--- config.mk ---
export PLATFORM = sky130hd
export DESIGN_NAME = layer4_act_loader_flat
export DESIGN_NICKNAME = d
export VERILOG_FILES = /design/src/rtl/layer_pkg.sv /design/src/rtl/layer4_act_loader_if.sv /design/src/rtl/act_reg_bank.sv /design/src/rtl/layer4_act_loader.sv /design/src/flat_wrapper.sv
export SDC_FILE = /design/constraint.sdc
export NUM_CORES = 1
export LEC_CHECK = 0
export BUFFER_PORTS_ARGS = -buffer_cell sky130_fd_sc_hd__clkbuf_2
export CELL_PAD_IN_SITES_DETAIL_PLACEMENT = 1
export CELL_PAD_IN_SITES_GLOBAL_PLACEMENT = 1
export CORE_ASPECT_RATIO = 0.5
export CORE_MARGIN = 1.5
export CORE_UTILIZATION = 44
export CTS_BUF_LIST = sky130_fd_sc_hd__clkbuf_8
export DETAILED_ROUTE_END_ITERATION = 10
export GPL_ROUTABILITY_DRIVEN = 1
export HOLD_SLACK_MARGIN = 0.05
export MAX_ROUTING_LAYER = met4
export PLACE_DENSITY_LB_ADDON = 0.1
export SLEW_MARGIN = 20
export SYNTH_ARGS = -nofsm -noshare
export SYNTH_HDL_FRONTEND = slang
export SYNTH_HIERARCHICAL = 1
export SYNTH_SLANG_ARGS = --single-unit
--- constraint.sdc ---
create_clock -name clk -period 3 [get_ports clk]
set_clock_uncertainty 0.2 [all_clocks]
set_input_delay 0.45 -clock clk [delete_from_list [all_inputs] [get_ports clk]]
set_output_delay 0.45 -clock clk [all_outputs]
set_load 0.01 [all_outputs]
--- src/rtl/layer_pkg.sv ---
// Shared types and constants for the layer-4 activation loader.
package layer_pkg;

  localparam int DATA_W = 32;
  localparam int N_IN   = 15;
  localparam int IDX_W  = $clog2(N_IN);
  localparam int SCNT_W = 8;

  localparam logic [DATA_W-1:0] FP32_ZERO = '0;

  typedef enum logic [1:0] {
    ST_LOAD    = 2'd0,
    ST_DRAIN   = 2'd1,
    ST_SETTLE  = 2'd2,
    ST_PRESENT = 2'd3
  } state_e;

endpackage

--- src/rtl/layer4_act_loader_if.sv ---
// Word-stream input and result output handshakes of the activation loader.
interface layer4_act_loader_if;
  import layer_pkg::*;

  logic              in_valid;
  logic              in_ready;
  logic [DATA_W-1:0] in_data;
  logic              in_last;
  logic              res_valid;
  logic              res_ready;
  logic [DATA_W-1:0] res_data;

  modport slave (
    input  in_valid, in_data, in_last, res_ready,
    output in_ready, res_valid, res_data
  );

  modport master (
    output in_valid, in_data, in_last, res_ready,
    input  in_ready, res_valid, res_data
  );

endinterface

--- src/rtl/act_reg_bank.sv ---
// Activation register bank: indexed single-word write, full-width flat read.
module act_reg_bank
  import layer_pkg::*;
#(
  parameter int DEPTH = N_IN,
  parameter int WIDTH = DATA_W,
  parameter int IW    = $clog2(DEPTH)
) (
  input  logic                   clk,
  input  logic                   rst_n,
  input  logic                   we_i,
  input  logic [IW-1:0]          widx_i,
  input  logic [WIDTH-1:0]       wdata_i,
  output logic [DEPTH*WIDTH-1:0] flat_o
);

  logic [WIDTH-1:0] bank_q [DEPTH];

  // Write one entry per enabled cycle; out-of-range indices are ignored.
  always_ff @(posedge clk or negedge rst_n) begin
    if (!rst_n) begin
      for (int i = 0; i < DEPTH; i++) bank_q[i] <= '0;
    end else if (we_i && (widx_i < IW'(DEPTH))) begin
      bank_q[widx_i] <= wdata_i;
    end
  end

  for (genvar g = 0; g < DEPTH; g++) begin : g_flat
    assign flat_o[g*WIDTH +: WIDTH] = bank_q[g];
  end

endmodule

--- src/rtl/layer4_act_loader.sv ---
// Serial front end for the layer-4 node: assembles 15 activations, lets the
// combinational node settle, then captures and presents its output.
//
// state      | meaning
// -----------+-------------------------------------------------------------
// ST_LOAD    | accepting words into bank[idx]
// ST_DRAIN   | overlong frame: discard words until in_last
// ST_SETTLE  | bank frozen, counting down the node settle window
// ST_PRESENT | captured result offered downstream, waiting for res_ready
module layer4_act_loader
  import layer_pkg::*;
#(
  parameter int SETTLE_CYCLES = 4,
  parameter int CNT_W         = 16
) (
  input  logic                     clk,
  input  logic                     rst_n,
  layer4_act_loader_if.slave       bus,
  output logic [N_IN*DATA_W-1:0]   act_flat,
  input  logic [DATA_W-1:0]        node_out,
  output logic                     err_len,
  output logic [CNT_W-1:0]         frame_cnt
);

  localparam logic [IDX_W-1:0]  LAST_IDX   = IDX_W'(N_IN - 1);
  localparam logic [SCNT_W-1:0] SETTLE_LD  = SCNT_W'(SETTLE_CYCLES);

  state_e              state_q;
  logic [IDX_W-1:0]    idx_q;
  logic [SCNT_W-1:0]   scnt_q;
  logic                in_ready_q;
  logic                res_valid_q;
  logic [DATA_W-1:0]   res_data_q;
  logic                err_len_q;
  logic [CNT_W-1:0]    frame_cnt_q;

  logic accept;
  logic bank_we;

  assign accept  = bus.in_valid && in_ready_q;
  assign bank_we = accept && (state_q == ST_LOAD);

  act_reg_bank #(
    .DEPTH (N_IN),
    .WIDTH (DATA_W)
  ) u_bank (
    .clk     (clk),
    .rst_n   (rst_n),
    .we_i    (bank_we),
    .widx_i  (idx_q),
    .wdata_i (bus.in_data),
    .flat_o  (act_flat)
  );

  // Sequencing FSM; every handshake output is a register so neither ready
  // nor valid depends combinationally on the opposite side.
  always_ff @(posedge clk or negedge rst_n) begin
    if (!rst_n) begin
      state_q     <= ST_LOAD;
      idx_q       <= '0;
      scnt_q      <= '0;
      in_ready_q  <= 1'b0;
      res_valid_q <= 1'b0;
      res_data_q  <= FP32_ZERO;
      err_len_q   <= 1'b0;
      frame_cnt_q <= '0;
    end else begin
      err_len_q <= 1'b0;
      case (state_q)
        ST_LOAD: begin
          in_ready_q <= 1'b1;
          if (accept) begin
            if (idx_q == LAST_IDX) begin
              if (bus.in_last) begin
                state_q    <= ST_SETTLE;
                scnt_q     <= SETTLE_LD;
                in_ready_q <= 1'b0;
              end else begin
                err_len_q <= 1'b1;
                state_q   <= ST_DRAIN;
              end
            end else if (bus.in_last) begin
              // Short frame: restart at entry 0, stale entries stay put.
              err_len_q <= 1'b1;
              idx_q     <= '0;
            end else begin
              idx_q <= idx_q + IDX_W'(1);
            end
          end
        end
        ST_DRAIN: begin
          if (accept && bus.in_last) begin
            idx_q   <= '0;
            state_q <= ST_LOAD;
          end
        end
        ST_SETTLE: begin
          if (scnt_q <= SCNT_W'(1)) begin
            res_data_q  <= node_out;
            res_valid_q <= 1'b1;
            state_q     <= ST_PRESENT;
          end else begin
            scnt_q <= scnt_q - SCNT_W'(1);
          end
        end
        ST_PRESENT: begin
          if (res_valid_q && bus.res_ready) begin
            res_valid_q <= 1'b0;
            frame_cnt_q <= frame_cnt_q + CNT_W'(1);
            idx_q       <= '0;
            in_ready_q  <= 1'b1;
            state_q     <= ST_LOAD;
          end
        end
        default: state_q <= ST_LOAD;
      endcase
    end
  end

  assign bus.in_ready  = in_ready_q;
  assign bus.res_valid = res_valid_q;
  assign bus.res_data  = res_data_q;
  assign err_len       = err_len_q;
  assign frame_cnt     = frame_cnt_q;

endmodule

--- src/flat_wrapper.sv ---
// flat-port wrapper written by rule: the top's interface ports become plain ports
module layer4_act_loader_flat import layer_pkg::*;
#(
  parameter int SETTLE_CYCLES = 4,
  parameter int CNT_W         = 16
)
  (clk, rst_n, act_flat, node_out, err_len, frame_cnt, bus_in_valid, bus_in_data, bus_in_last, bus_res_ready, bus_in_ready, bus_res_valid, bus_res_data);
  layer4_act_loader_if bus_i ();
  input  logic clk;
  input  logic rst_n;
  output logic [N_IN*DATA_W-1:0] act_flat;
  input  logic [DATA_W-1:0] node_out;
  output logic err_len;
  output logic [CNT_W-1:0] frame_cnt;
  input wire logic [$bits(bus_i.in_valid)-1:0] bus_in_valid;
  input wire logic [$bits(bus_i.in_data)-1:0] bus_in_data;
  input wire logic [$bits(bus_i.in_last)-1:0] bus_in_last;
  input wire logic [$bits(bus_i.res_ready)-1:0] bus_res_ready;
  output wire logic [$bits(bus_i.in_ready)-1:0] bus_in_ready;
  output wire logic [$bits(bus_i.res_valid)-1:0] bus_res_valid;
  output wire logic [$bits(bus_i.res_data)-1:0] bus_res_data;
  assign bus_i.in_valid = bus_in_valid;
  assign bus_i.in_data = bus_in_data;
  assign bus_i.in_last = bus_in_last;
  assign bus_i.res_ready = bus_res_ready;
  assign bus_in_ready = bus_i.in_ready;
  assign bus_res_valid = bus_i.res_valid;
  assign bus_res_data = bus_i.res_data;
  layer4_act_loader #(.SETTLE_CYCLES(SETTLE_CYCLES), .CNT_W(CNT_W)) u_core (.clk(clk), .rst_n(rst_n), .bus(bus_i), .act_flat(act_flat), .node_out(node_out), .err_len(err_len), .frame_cnt(frame_cnt));
endmodule
Word-level counts from Yosys, hierarchy flattened
Index checks and enable logic that the tools add are counted.

storage, ports and cells
  bits in registers = 545
  bits of input ports = 69
  output and inout port bits = 531
  logic and storage cells = 94

operators by class
  $add $sub $neg = 3
  $lt $le $gt $ge = 4
  eq/ne operators = 12
  muxes and demuxes = 33
  bitwise logic cells = 1
  reduce and logical (&&, ||, !) cells = 18

operators by type and width
  cell                                                                    number
  480-bit bitwise mux                                                     1
  32-bit demux with 4-bit select                                          1
  32-bit 2-to-1 mux                                                       1
  8-bit 2-to-1 mux                                                        4
  4-bit 2-to-1 mux                                                        5
  16-bit by 1-bit adder with 16-bit output (second input constant)        1
  8-bit case mux with 2 select lines                                      1
  5-bit AND reduction                                                     3
  2-bit 2-to-1 mux                                                        6
  4-bit case mux with 3 select lines                                      1
  1-bit 2-to-1 mux                                                        10
  8-bit by 1-bit <= comparator with 1-bit output (second input constant)  1
  2-bit by 1-bit != test with 1-bit output (second input constant)        4
  2-bit != test (second input constant)                                   4
  2-bit case mux with 4 select lines                                      1
  8-bit by 1-bit subtractor with 8-bit output (second input constant)     1
  1-bit logical AND                                                       6
  2-bit AND reduction                                                     3
  2-bit nonzero test                                                      3
  5-bit >= comparator (second input constant)                             1
  5-bit by 1-bit < comparator with 1-bit output (second input constant)   1
  4-bit inverter with 5-bit output                                        1
  4-bit by 1-bit adder with 4-bit output (second input constant)          1
  2-bit == test (second input constant)                                   2
  other kinds (7)                                                         8

Logic depth before layout (Yosys ltp)
  word-level depth = 6
  depth in mapped cells = 7
  gate-level depth less buffers = 6

Cells and area by module
The synthesis kept the hierarchy.

modules (own cells, without submodules)
  module             times used  cells each  area each (µm²)  seq. area each (µm²)
  act_reg_bank       1           1066        17952.2          12011.5
  layer4_act_loader  1           228         2916.5           1626.6

Worst setup path after synthesis
No wires, ideal clock.

  path kind = register to register
  start = reg u_core.state_q[0]
  end = reg u_core.u_bank.bank_q (netlist bit u_core/u_bank/flat_o[100])
  library setup time = 125 ps
  data arrival time = 1860 ps
  data required time = 2675 ps
  path slack = 815 ps
  cell stages (with the launch flop) = 7
  path buffers = 2
  clock period less this slack = 2185 ps
  cell sequence = dfrtp_1 > and4bb_2 > nor3b_2 > and3_1 > buf_2 > buf_2 > mux2_2

on the way
  word-level cells in the longest chain between the ends = 3

ends and longest elaborated chain
  item                            line                     RTL
  start: declaration              layer4_act_loader.sv:28  state_e state_q;
  start signal: assignment        layer4_act_loader.sv:59  state_q <= ST_LOAD;
  start signal: assignment        layer4_act_loader.sv:75  state_q <= ST_SETTLE;
  start signal: assignment        layer4_act_loader.sv:80  state_q <= ST_DRAIN;
  2-bit logical NOT               layer4_act_loader.sv:41  assign bank_we = accept && (state_q == ST_LOAD);
  1-bit logical AND               layer4_act_loader.sv:41
  net u_core.bank_we              layer4_act_loader.sv:38  logic bank_we;
  1-bit logical AND               act_reg_bank.sv:23       end else if (we_i && (widx_i < IW'(DEPTH))) begin
  end signal: indexed assignment  act_reg_bank.sv:24       bank_q[widx_i] <= wdata_i;
  end: declaration                act_reg_bank.sv:17       logic [WIDTH-1:0] bank_q [DEPTH];

The timed path passes the listed nets, and every way through them passes these cells.
A chain may end at the register's enable or synchronous reset.

Worst setup path after layout
  start = reg u_core.in_ready_q (netlist: u_core/bus.in_ready)
  end = reg u_core.u_bank.bank_q (netlist bit u_core/u_bank/flat_o[410])

on the way
  word-level cells in the longest chain between the ends = 3

ends and longest elaborated chain
  item                      line                     RTL
  start: declaration        layer4_act_loader.sv:31  logic in_ready_q;
  start signal: assignment  layer4_act_loader.sv:62  in_ready_q <= 1'b0;
  start signal: assignment  layer4_act_loader.sv:71  in_ready_q <= 1'b1;
  start signal: assignment  layer4_act_loader.sv:77  in_ready_q <= 1'b0;
  1-bit logical AND         layer4_act_loader.sv:40  assign accept = bus.in_valid && in_ready_q;
  1-bit logical AND         layer4_act_loader.sv:41
  net u_core.bank_we        layer4_act_loader.sv:38
  1-bit logical AND         act_reg_bank.sv:23

The timed path passes the listed nets, and every way through them passes these cells.

==> parameters.txt <==
Parameter                              Value

Run status
  Outcome    complete, no violations

Drt
  DRC    0
  Metal-1 WL    24.9 mm
  Highest metal used    met4
  Iteration-0 DRC count of the detailed router    503
  Post-detailed-route count of antenna-violating nets    0
  Routed length on met2    34.0 mm
  Number of vias in the routed layout    13,600
  Total wire length    64.1 mm
  Total met3 wirelength after detailed routing    2.56 mm
  Routed len/inst    24.1 um
  Number of detailed-route iterations in the first pass    4
  Average via count per standard cell    5.09

Critical path
  Destination of the worst register-to-register timing path    u_core/u_bank/flat_o[410]
  Type of destination of the critical path    flip-flop
  Arrival time at the worst endpoint    2.81 ns
  Critical path required time    3.30 ns
  Crit Path Max Fanout    21
  Count of cells along the worst register-to-register path    5
  Crit Reg-Reg Startpoint    u_core/bus.in_ready
  FF-to-FF setup slack    0.50 ns
  Setup CP Type    flip-flop to flip-flop
  CP startpoint kind    flip-flop

Global route
  First-pass GRT wire length    96.1 mm
  Global routing usage summed across all routing layers    0.269
  Antenna violations before repair    0
  Overflow left after global routing    0
  Pin count of the biggest net entering global routing    64
  Via count of the first global-routing pass    15,100

Yosys
  Post-synthesis share of cell area spent on and, or, nand and nor gates    0.0266
  Proportion of synthesized chip area in sequential cells    0.654
  Syn Area/Cell    16.1 um^2
  Dominant combinational cell family by area after synthesis    multiplexers
  Area share of fa/ha/maj cells after synthesis    0.00360
  Gate count of the mapped netlist    1,294
  Proportion of synthesized flip-flops having asynchronous set or reset    1.00
  Number of synthesized register bits    545
  Post-Synth XOR/XNOR Area    0.00713
  Synth Flop Type    dfrtp_1
  Syn Std Cell Area    20,900 um^2
  Post-synth cell types    49
  Proportion of synthesized area in mux cells    0.279
  Warning count from the yosys run    6
  Number of flops mapped to enable cells by yosys    0
  Mapped Nets    1,369
  Area fraction in compound gates after synthesis    0.00803

Clock tree
  Clock transition at the register clock pins on the worst setup and hold paths after CTS    0.07 ns
  Clock Sinks    545
  Clock tree from TritonCTS    yes
  Max H-tree Level    3
  Maximum clock path buffer count    3
  Number of buffers created by CTS    79
  Clock root cell    clkbuf_8
  Clock latency on the worst-skew pair    0.62 ns

Die
  Initial Utilization    0.446
  Die Footprint    48,800 um^2
  Area inside the core boundary    46,800 um^2
  Total number of placement rows    56
  I/O Pins    600
  Width of the die    311 um
  Overall die height    157 um

STA
  Final-layout setup total negative slack    0 ns
  Slew at the pin closest to its max-slew limit    0.666 ns
  Achievable clock frequency    399 MHz
  Final critical-path required period    2.50 ns
  Setup repair after global routing missed its margin    false
  Setup violation total in the final timing report    0
  Final worst path period share    0.835
  Final number of max-transition violations    0
  Total count of hold-check failures in the final report    0
  Max-slew headroom    0.556

Finish
  Most common cell after layout, fill and taps aside    clkbuf_2
  Leading cell types in the layout, fill and taps excluded    598 x clkbuf_2, 545 x dfrtp_1, 384 x mux2_2
  Layout Nets    2,047
  Number of non-filler instances in the completed layout    2,664
  Ratio of cells with drive above 1 in the final layout    0.579
  Post-synthesis to final-layout area growth    28.1%
  Design area    26,700 um^2
  Count of fill cells added during filler insertion    4,715
  Number of diodes    0

Run
  Number of max-capacitance violations reported    0

Min path
  Startpoint of the worst hold path    bus_in_data[5]
  Hold Path Stages    2
  Class of the most critical hold timing path    input port to flip-flop
  Min-Delay Endpoint    u_core/u_bank/flat_o[261]

Power
  Sum of internal, switching and leakage power    24,500 uW
  Combinational power share    0.307
  Power density over cell area    916 nW/um^2
  P_int    16,300 uW
  Share of power burned in the clock network    0.242
  Switching component of the power    8220 uW
  Lkg Pwr    0.0140 uW
  Seq pwr share    0.451
  Worst-case vdd ir drop    0.000362 V
  Switch share    0.336

Place
  Detailed-placement wirelength estimate    45.3 mm
  DP Area    24,800 um^2
  Routability congestion estimate    0.813
  Cell Count Post-Placement    2,493
  I/O Buffers    599
-- worst max path at each step --
stage | start | endpoint | slack [ns] | cells past startpoint
floorplan | u_core/state_q[0] | u_core/u_bank/flat_o[100] | 0.82 | 6
global route | u_core/scnt_q[0] | u_core/bus.res_data[23] | 0.39 | 5
global placement | bus_in_valid | u_core/u_bank/flat_o[408] | 0.44 | 6
CTS | u_core/bus.in_ready | u_core/u_bank/flat_o[392] | 0.49 | 5
detailed placement | bus_in_valid | u_core/u_bank/flat_o[410] | 0.35 | 6
finish | u_core/bus.in_ready | u_core/u_bank/flat_o[410] | 0.50 | 5
-- flip-flops by register name, summed over array words and instances, names as in the netlist --
register              count
u_core/bus.in_ready       1
u_core/bus.res_data      32
u_core/bus.res_valid      1
u_core/err_len            1
u_core/frame_cnt         16
u_core/idx_q              4
u_core/scnt_q             8
u_core/state_q            2
u_core/u_bank/flat_o    480
-- power by group through the flow --
stage | Combinational [uW] | Sequential, uW | Clock, uW
2_1_floorplan | 2570 | 12000 | 0
3_3_place_gp | 7330 | 11000 | 0
3_5_place_dp | 7580 | 11200 | 0
4_1_cts | 7650 | 11100 | 6120
5_1_grt | 7960 | 11400 | 6440
6_report | 7500 | 11000 | 5930
-- through the flow --
step / setup slack [ns] / utilization / hold WS [ns]
after floorplan: 0.815 / - / -0.0456
after global placement: 0.436 / 0.530 / 0.264
after detailed placement: 0.348 / 0.530 / 0.269
after CTS: 0.489 / 0.571 / 0.0555
after global routing: 0.391 / 0.571 / 0.0678
final: 0.495 / 0.571 / 0.105
-- per-layer routing --
metal	GRT usage	up-vias
li1	-	5901
met1	0.307	7175
met2	0.471	350
met3	0.0516	141
met4	0.109	0
met5	-	-
-- what timing repair did --
item / CTS / global route
hold endpoints to repair: 108 / 0
gates resized for setup: 0 / 0
hold buffers: 36 / 0
setup buffers: 0 / 0
endpoints found under the setup margin: 0 / 0
-- critical path, stage by stage (launching register included) --
cell and delay (ns):
dfrtp_1 0.44, and4bb_2 0.39, nand3_1 0.24, or3_2 0.49, buf_4 0.26, mux2_1 0.37
-- cell usage after synthesis, drive strengths merged, types with 2 or more instances --
cell type	instances	share of area
mux2	512	0.28
nor3b	2	0.00096
inv	6	0.0011
nand2b	4	0.0012
or2	2	0.00060
dfrtp	545	0.65
nor4	3	0.0012
xnor2	12	0.0050
buf	54	0.015
nand3b	4	0.0014
xor2	5	0.0021
nor2	19	0.0034
nor3	8	0.0026
and3	4	0.0012
nand2	19	0.0034
nand4	7	0.0028
a31oi	2	0.00060
o21ai	4	0.00096
nand3	11	0.0026
o31ai	2	0.0016
ha	6	0.0036
a21oi	4	0.00096
or3	4	0.0014
clkbuf	35	0.0063
and2	2	0.00060
o211ai	2	0.00072
mux2i	5	0.0024
-- layout make-up --
cell class | count | area [um^2] | share of cell area
Clock inverter | 35 | 194 | 0.00726
Clock buffer | 100 | 1380 | 0.0515
Timing Repair Buffer | 686 | 3860 | 0.145
Multi-Input combinational cell | 654 | 6830 | 0.256
Sequential cell | 545 | 13600 | 0.510
Tap cell | 638 | 798 | 0.0299
Inverter | 6 | 22.5 | 0.000843
-- kinds of logic (layout without fill, tap and decap cells) --
group	count (synthesis)	in the layout
fa+ha+maj	6	6
compound gates	20	20
mux	517	517
simple gates	94	94
flops	545	545
xor+xnor	17	17
buf+inv	95	827
(Power assumes the default switching activity.)
